File: src/rtl/mul8_pkg.sv
// Shared constants and FSM encoding for the sequential 8x8 shift-add multiplier.
package mul8_pkg;

    localparam int unsigned WIDTH = 8;

    localparam logic [3:0] CNT_LAST = 4'd7;

    typedef enum logic [1:0] {
        IDLE = 2'd0,
        RUN  = 2'd1,
        DONE = 2'd2
    } state_e;

endpackage

File: src/rtl/CLA_8bit.sv
// 8-bit carry-lookahead adder: sum, carry-out, signed overflow and group propagate/generate.
module CLA_8bit (
    input  logic [7:0] A,
    input  logic [7:0] B,
    input  logic       Ci,
    output logic [7:0] S,
    output logic       Co,
    output logic       OF,
    output logic       PG,
    output logic       GG
);

    logic [7:0] g;
    logic [7:0] p;
    logic [8:0] c;
    logic       gg;

    always_comb begin
        g    = A & B;
        p    = A ^ B;
        c    = '0;
        c[0] = Ci;
        for (int i = 0; i < 8; i++) begin
            c[i+1] = g[i] | (p[i] & c[i]);
        end
        // Group generate ignores Ci so it can feed a higher-level lookahead unit.
        gg = 1'b0;
        for (int i = 0; i < 8; i++) begin
            gg = g[i] | (p[i] & gg);
        end
        S  = p ^ c[7:0];
        Co = c[8];
        OF = c[8] ^ c[7];
        PG = &p;
        GG = gg;
    end

endmodule

File: src/rtl/mul8_seq.sv
// Sequential 8x8 unsigned shift-add multiplier with start/busy/done handshake.
// One partial-product addition per cycle through a shared CLA_8bit.
module mul8_seq
    import mul8_pkg::*;
(
    input  logic                 clk,
    input  logic                 rst,
    input  logic                 start,
    input  logic [WIDTH-1:0]     a,
    input  logic [WIDTH-1:0]     b,
    output logic                 busy,
    output logic                 done,
    output logic [2*WIDTH-1:0]   p,
    output logic                 ovf
);

    state_e           state_q, state_d;
    logic [WIDTH-1:0] acc_q, acc_d;
    logic [WIDTH-1:0] q_q, q_d;
    logic [WIDTH-1:0] m_q, m_d;
    logic [3:0]       cnt_q, cnt_d;
    logic             ovf_q, ovf_d;

    logic [WIDTH-1:0] addend;
    logic [WIDTH-1:0] sum;
    logic             carry;
    logic [WIDTH-1:0] acc_shift;

    assign addend    = q_q[0] ? m_q : '0;
    assign acc_shift = {carry, sum[WIDTH-1:1]};

    CLA_8bit u_cla (
        .A  (acc_q),
        .B  (addend),
        .Ci (1'b0),
        .S  (sum),
        .Co (carry),
        .OF (),
        .PG (),
        .GG ()
    );

    always_comb begin
        // NOTE: every *_d gets a hold default first so no path leaves it unassigned (no latch).
        state_d = state_q;
        acc_d   = acc_q;
        q_d     = q_q;
        m_d     = m_q;
        cnt_d   = cnt_q;
        ovf_d   = ovf_q;

        case (state_q)
            IDLE, DONE: begin
                if (start) begin
                    acc_d   = '0;
                    q_d     = b;
                    m_d     = a;
                    cnt_d   = '0;
                    ovf_d   = 1'b0;
                    state_d = RUN;
                end else begin
                    state_d = IDLE;
                end
            end
            RUN: begin
                acc_d = acc_shift;
                q_d   = {sum[0], q_q[WIDTH-1:1]};
                cnt_d = cnt_q + 4'd1;
                if (cnt_q == CNT_LAST) begin
                    state_d = DONE;
                    ovf_d   = (acc_shift != '0);
                end
            end
            default: state_d = IDLE;
        endcase
    end

    // NOTE: state registers use non-blocking assignments so all flops update together.
    always_ff @(posedge clk or posedge rst) begin
        if (rst) begin
            state_q <= IDLE;
            acc_q   <= '0;
            q_q     <= '0;
            m_q     <= '0;
            cnt_q   <= '0;
            ovf_q   <= 1'b0;
        end else begin
            state_q <= state_d;
            acc_q   <= acc_d;
            q_q     <= q_d;
            m_q     <= m_d;
            cnt_q   <= cnt_d;
            ovf_q   <= ovf_d;
        end
    end

    assign busy = (state_q == RUN);
    assign done = (state_q == DONE);
    assign p    = {acc_q, q_q};
    assign ovf  = ovf_q;

endmodule

File: config.mk
export PLATFORM = sky130hd
export DESIGN_NAME = mul8_seq
export DESIGN_NICKNAME = d
export VERILOG_FILES = /design/src/rtl/mul8_pkg.sv /design/src/rtl/CLA_8bit.sv /design/src/rtl/mul8_seq.sv
export SDC_FILE = /design/constraint.sdc
export NUM_CORES = 1
export LEC_CHECK = 0
export CORE_MARGIN = 2
export CORE_UTILIZATION = 48
export DETAILED_ROUTE_END_ITERATION = 10
export GPL_ROUTABILITY_DRIVEN = 0
export PLACE_DENSITY = 0.89
export SLEW_MARGIN = 10
export SYNTH_ARGS = -nofsm -noshare
export SYNTH_HDL_FRONTEND = slang
export SYNTH_SLANG_ARGS = --single-unit
File: constraint.sdc
create_clock -name clk -period 5.4 [get_ports clk]
set_clock_uncertainty 0.1 [all_clocks]
set_input_delay 0.81 -clock clk [delete_from_list [all_inputs] [get_ports clk]]
set_output_delay 0.81 -clock clk [all_outputs]
set_load 0.01 [all_outputs]
==> flow_summary.ini, run 1 <==
[sta]
finalCriticalPeriod_ps = 4160
slew_headroom_pct = 43.2
hold_violations = 0
setup_tns_ps = 0
finalSetupViolCount = 0
tightestPinTransition_ps = 852
fin_ws_ps = 1240
rsz0062_at_grt = false
finalCritPeriodShare_pct = 77.0
slew_viol_final = 0
fmax_mhz = 240

[die]
rows = 20
fp.dieH_um = 60.5
dieArea_sq_um = 3660
die_w_um = 60.5
io_pins = 38
initial_core_util_pct = 50.2
core_sq_um = 3050

[clock_network]
ctsLongestPathBuffers = 2
cts-root-buf = clkbuf_4
htree_levels = 2
tritoncts = done
clock-sinks = 31
post_cts_resized = 0
clk_pin_slew_ps = 100
cts_setup_buffers = 0
cts_buffers = 5
insertion_delay_ps = 340
ctsHoldBuffers = 0

[finish]
postLayoutCoreUtil_pct = 64.5
layout_common_cells = nand2_1, clkdlybuf4s50_1, dfrtp_1, nand3_1
area_growth_pct = 28.5
drive_above_1_share_pct = 7.69
filler_cell_count = 259
n_antenna_cell = 0
layout_commonest_cell = nand2_1
final_nets = 210
fin_cells = 226

[worst_setup_path]
crit_buf_inv = 2
cp.arrival_ps = 4280
cp-start-kind = flip-flop
worstPathRequired_ps = 5520
r2r_end = ovf
max_stage_delay_ps = 500
r2r_start = q_q[0]
crit_type = flip-flop to flip-flop
ff2ff_setup_slack_ps = 1240
crit_chain = and2_1 -> ha_1 -> inv_1 -> fa_1 -> fa_1 -> fa_1 -> fa_1 -> fa_1 -> inv_1 -> fa_1 -> fa_1 -> nor4_1 -> mux2i_1
critPathMostFrequentCell = fa_1
path_delay_family = adder cells
r2r_cells = 13
critPathMaxFanout = 10
worstSetupEndpointType = flip-flop
crit_slowest_cell = dfrtp_1

[global_routing]
grt_use_total_pct = 20.4
grt_first_pass_wirelength_um = 5350
grt_pass1_vias = 1197
overflow = 0
antenna_found_initial = 0
grt_max_degree = 32

[synth]
syn_area_sq_um = 1530
syn_nets = 173
ys_seq_area_share_pct = 50.6
synth_cells = 145
synth_cell_types = 29
yosys_most_used_dff = dfrtp_1
synthArstFlopShare_pct = 100
syn_area_per_cell_sq_um = 10.6
synth_edf_count = 0
ys_ff_latch = 31
ys.warnings.count = 0

[flow_run]
max_cap_viol_count = 0

[detailed_routing]
ant_nets = 0
drtPass1Iterations = 4
drc = 0
drtIter0Drc = 51
vias = 1155
via_per_inst = 5.11
routedWlPerCell_um = 14.2
wl_um = 3220

[placement]
dpl.hpwl_um = 2280
numPortBuffers = 37
pre_cts_slack_ps = 1230
dp_cells = 219

[power]
power.total_mw = 1.14
cellLeakagePower_nw = 0.888
p_per_area_nw_per_um2 = 578
ir_worst_vdd_uv = 248

[worst_hold_path]
hold_class = flip-flop to flip-flop
holdPathEnd = m_q[0]
min_from = m_q[0]
hold_path_depth = 2

[outcome]
status = finished, final reports clean
## metrics by stage
stage | hold WS (ps) | instance area, sq um
final | 392 | 1970
after floorplan | 337 | 1530
after global placement | 354 | 1910
after CTS | 386 | 1970
after global routing | 414 | 1970
after detailed placement | 364 | 1910
## synthesized netlist by cell type, types with 2 or more instances
cell type   n  share of area, %
buf_2       3              0.98
clkbuf_1    2              0.49
fa_1        7               9.1
o2bb2ai_1   5               2.9
a22o_1      4               2.3
nor2b_1     2              0.82
a22oi_1     7               3.4
ha_1        2               1.6
nand3_1     8               2.6
nand2b_1    2              0.82
dfrtp_1    31                51
mux2i_1     2               1.3
nand2_1    44                11
buf_6       2               1.5
and2_1      3               1.2
inv_1       8               2.0
## worst min-delay path, stage by stage (launching register included)
cell	delay [ps]
dfrtp_1	360
nand2_1	50
nand2_1	60
## state kept, by name, indices dropped and copies added (netlist names)
name and flops:
acc_q 8, cnt_q 4, m_q 8, ovf 1, q_q 8, state_q 2
## logic make-up (layout without fill, tap and decap cells)
| kind of cell | Yosys count | in the layout | synth area share [%] |
|---|---|---|---|
| AO/OA/AOI/OAI | 19 | 19 | 9.63 |
| adder cells (fa/ha/maj) | 9 | 9 | 10.8 |
| buffers and inverters | 17 | 54 | 5.96 |
| flip-flops | 31 | 31 | 50.6 |
| multiplexers | 4 | 4 | 3.75 |
| AND/OR/NAND/NOR | 65 | 65 | 19.3 |
## layout make-up
type                       instances  area (sq um)  area share (%)
timing repair buffer              38           378            19.2
clock buffer                       6          51.3            2.60
sequential                        31           776            39.4
tap                               44          55.1            2.80
clock inverter                     1          5.00           0.254
multi-input combinational         97           666            33.8
inverter                           9          38.8            1.97
## where the power goes
part | switching [mW] | internal (mW) | total, mW
logic | 0.291 | 0.282 | 0.572
registers | 0.0860 | 0.340 | 0.426
clock network | 0.0798 | 0.0602 | 0.140
## how the worst max path moves through the flow
stage / startpoint / end / slack [ps] / cells past startpoint
final: q_q[0] / ovf / 1240 / 13
after global placement: q_q[0] / ovf / 1450 / 13
after floorplan: q_q[0] / ovf / 1380 / 14
after detailed placement: q_q[0] / ovf / 1230 / 13
after global routing: q_q[0] / ovf / 1020 / 13
after CTS: q_q[0] / ovf / 1230 / 13
## metal layers
metal | vias to the layer above | part of all wire (%) | track usage (%)
met5 | - | 0 | 0
met4 | 0 | 1.5 | 7.45
met3 | 7 | 6.1 | 5.76
met2 | 38 | 51 | 35.4
met1 | 555 | 41 | 24.3
li1 | 555 | - | -
No activity file was read; power rests on OpenSTA's default activity.
==> inputs of run 2 (changes only) <==
Settings changed: CORE_UTILIZATION 48 to 44, PLACE_DENSITY 0.89 to 0.86.
Clock period 5.4 ns to 3.6 ns, I/O delays scaled along.
==> flow_summary.ini, run 2 (synthesized netlist as in run 1, its figures left out) <==
[outcome]
status = finished, final reports clean

[placement]
numPortBuffers = 37
pre_cts_slack_ps = 13.6
placed_area_sq_um = 1940
dpl.hpwl_um = 2320

[global_routing]
grt_first_pass_wirelength_um = 5620
grt_max_degree = 32
grt_use_total_pct = 18.4
overflow = 0
antenna_found_initial = 0
grt_pass1_vias = 1256

[finish]
n_antenna_cell = 0
filler_cell_count = 285
area_growth_pct = 33.6
final_area_sq_um = 2050
layout_common_cells = nand2_1, clkdlybuf4s50_1, dfrtp_1, nand3_1, a22oi_1
postLayoutCoreUtil_pct = 61.3
drive_above_1_share_pct = 14.6
largestRegisters = acc_q x8, m_q x8, q_q x8
final_nets = 212
layout_commonest_cell = nand2_1

[sta]
finalSetupViolCount = 0
setup_tns_ps = 0
finalCriticalPeriod_ps = 3590
fin_ws_ps = 12.6
finalCritPeriodShare_pct = 99.7
rsz0062_at_grt = true
tightestPinTransition_ps = 775
slew_headroom_pct = 48.3
slew_viol_final = 0
hold_violations = 0
fmax_mhz = 279

[worst_hold_path]
min_from = m_q[6]
hold_path_depth = 2
holdPathEnd = m_q[6]
hold_class = flip-flop to flip-flop

[worst_setup_path]
r2r_cells = 13
worstSetupEndpointType = flip-flop
max_stage_delay_ps = 430
crit_slowest_cell = fa_1
r2r_start = m_q[0]
cp-start-kind = flip-flop
ff2ff_setup_slack_ps = 10
critPathMaxFanout = 2
worstPathRequired_ps = 3710
crit_chain = and2_4 -> ha_4 -> inv_2 -> fa_2 -> fa_2 -> fa_2 -> fa_2 -> fa_2 -> inv_2 -> fa_2 -> fa_1 -> nor4_1 -> mux2i_1
critPathMostFrequentCell = fa_2
crit_type = flip-flop to flip-flop
crit_buf_inv = 2
cp.arrival_ps = 3700
path_delay_family = adder cells
r2r_end = ovf

[clock_network]
ctsLongestPathBuffers = 2
tritoncts = done
cts_buffers = 5
clock-sinks = 31
cts-root-buf = clkbuf_4
cts_setup_buffers = 0
htree_levels = 2
ctsHoldBuffers = 0
clk_pin_slew_ps = 100
insertion_delay_ps = 340

[die]
io_pins = 38
dieArea_sq_um = 3970
die_w_um = 63.0
rows = 21
initial_core_util_pct = 45.9
fp.dieH_um = 63.0
core_sq_um = 3340

[power]
ir_worst_vdd_uv = 369
cellLeakagePower_nw = 0.909
p_per_area_nw_per_um2 = 891

[detailed_routing]
vias = 1168
routedWlPerCell_um = 14.0
ant_nets = 0
drtPass1Iterations = 4
drc = 0
drtIter0Drc = 53
via_per_inst = 5.06
wl_um = 3240

[flow_run]
max_cap_viol_count = 0
run 2: changes by cell type in the layout (fill, tap and decap cells not counted), moves of 2 or more:
cell,delta
inv_2,+2
fa_2,+6
fa_1,-6
inv_1,-2
buf_4,+2
run 2: per-stage QoR:
step / hold WS, ps / instances / total power, mW
floorplan: 337 / 145 / 1.22
global placement: 354 / 223 / 1.49
detailed placement: 362 / 223 / 1.54
CTS: 385 / 231 / 1.83
global route: 416 / 231 / 1.97
finish: 377 / 231 / 1.82
run 2: worst max path at each step:
stage          end  slack [ps]  cells after the start   start
6_report       ovf          10                     13  m_q[0]
5_1_grt        ovf        -100                     13  m_q[0]
4_1_cts        ovf         -30                     13  m_q[0]
3_5_place_dp   ovf          10                     13  q_q[0]
3_3_place_gp   ovf         100                     13  q_q[0]
2_1_floorplan  ovf         -60                     14  q_q[0]
run 2: timing repair:
| item | in CTS | in global routing |
|---|---|---|
| pin swaps | 0 | 1 |
| endpoints found under the setup margin | 1 | 2 |
| gates resized for setup | 0 | 7 |
| gates cloned | 0 | 0 |
run 2: worst min-delay path: cells and delay by family (launching register included):
family | cells | cell delay, ps
flip-flops | 1 | 340
AND/OR/NAND/NOR | 2 | 110
run 2: power by group:
| part | switching, mW | internal (mW) |
|---|---|---|
| combinational | 0.457 | 0.454 |
| sequential | 0.120 | 0.510 |
| clock | 0.118 | 0.164 |
run 2: layout make-up:
class / instances / area (sq um) / share of cell area, %
multi-input cells: 97 / 696 / 34.0
clock buffers: 6 / 51.3 / 2.51
repair buffers: 40 / 393 / 19.2
clock inverters: 2 / 35.0 / 1.71
flip-flops and latches: 31 / 776 / 37.9
inverters: 9 / 38.8 / 1.89
well taps: 46 / 57.6 / 2.81
run 2: layer usage:
layer | global-route usage [%] | vias to the layer above | wire length, um
met5 | 0 | - | 0
met4 | 5.00 | 0 | 39
met3 | 5.95 | 4 | 243
met2 | 33.0 | 48 | 1660
met1 | 21.0 | 555 | 1290
li1 | - | 561 | -
==> inputs of run 3 (changes only) <==
Settings changed: HOLD_SLACK_MARGIN from default to 0.15.
==> results of run 3 <==
Final layout, timing and power as in run 2 (identical DEF).
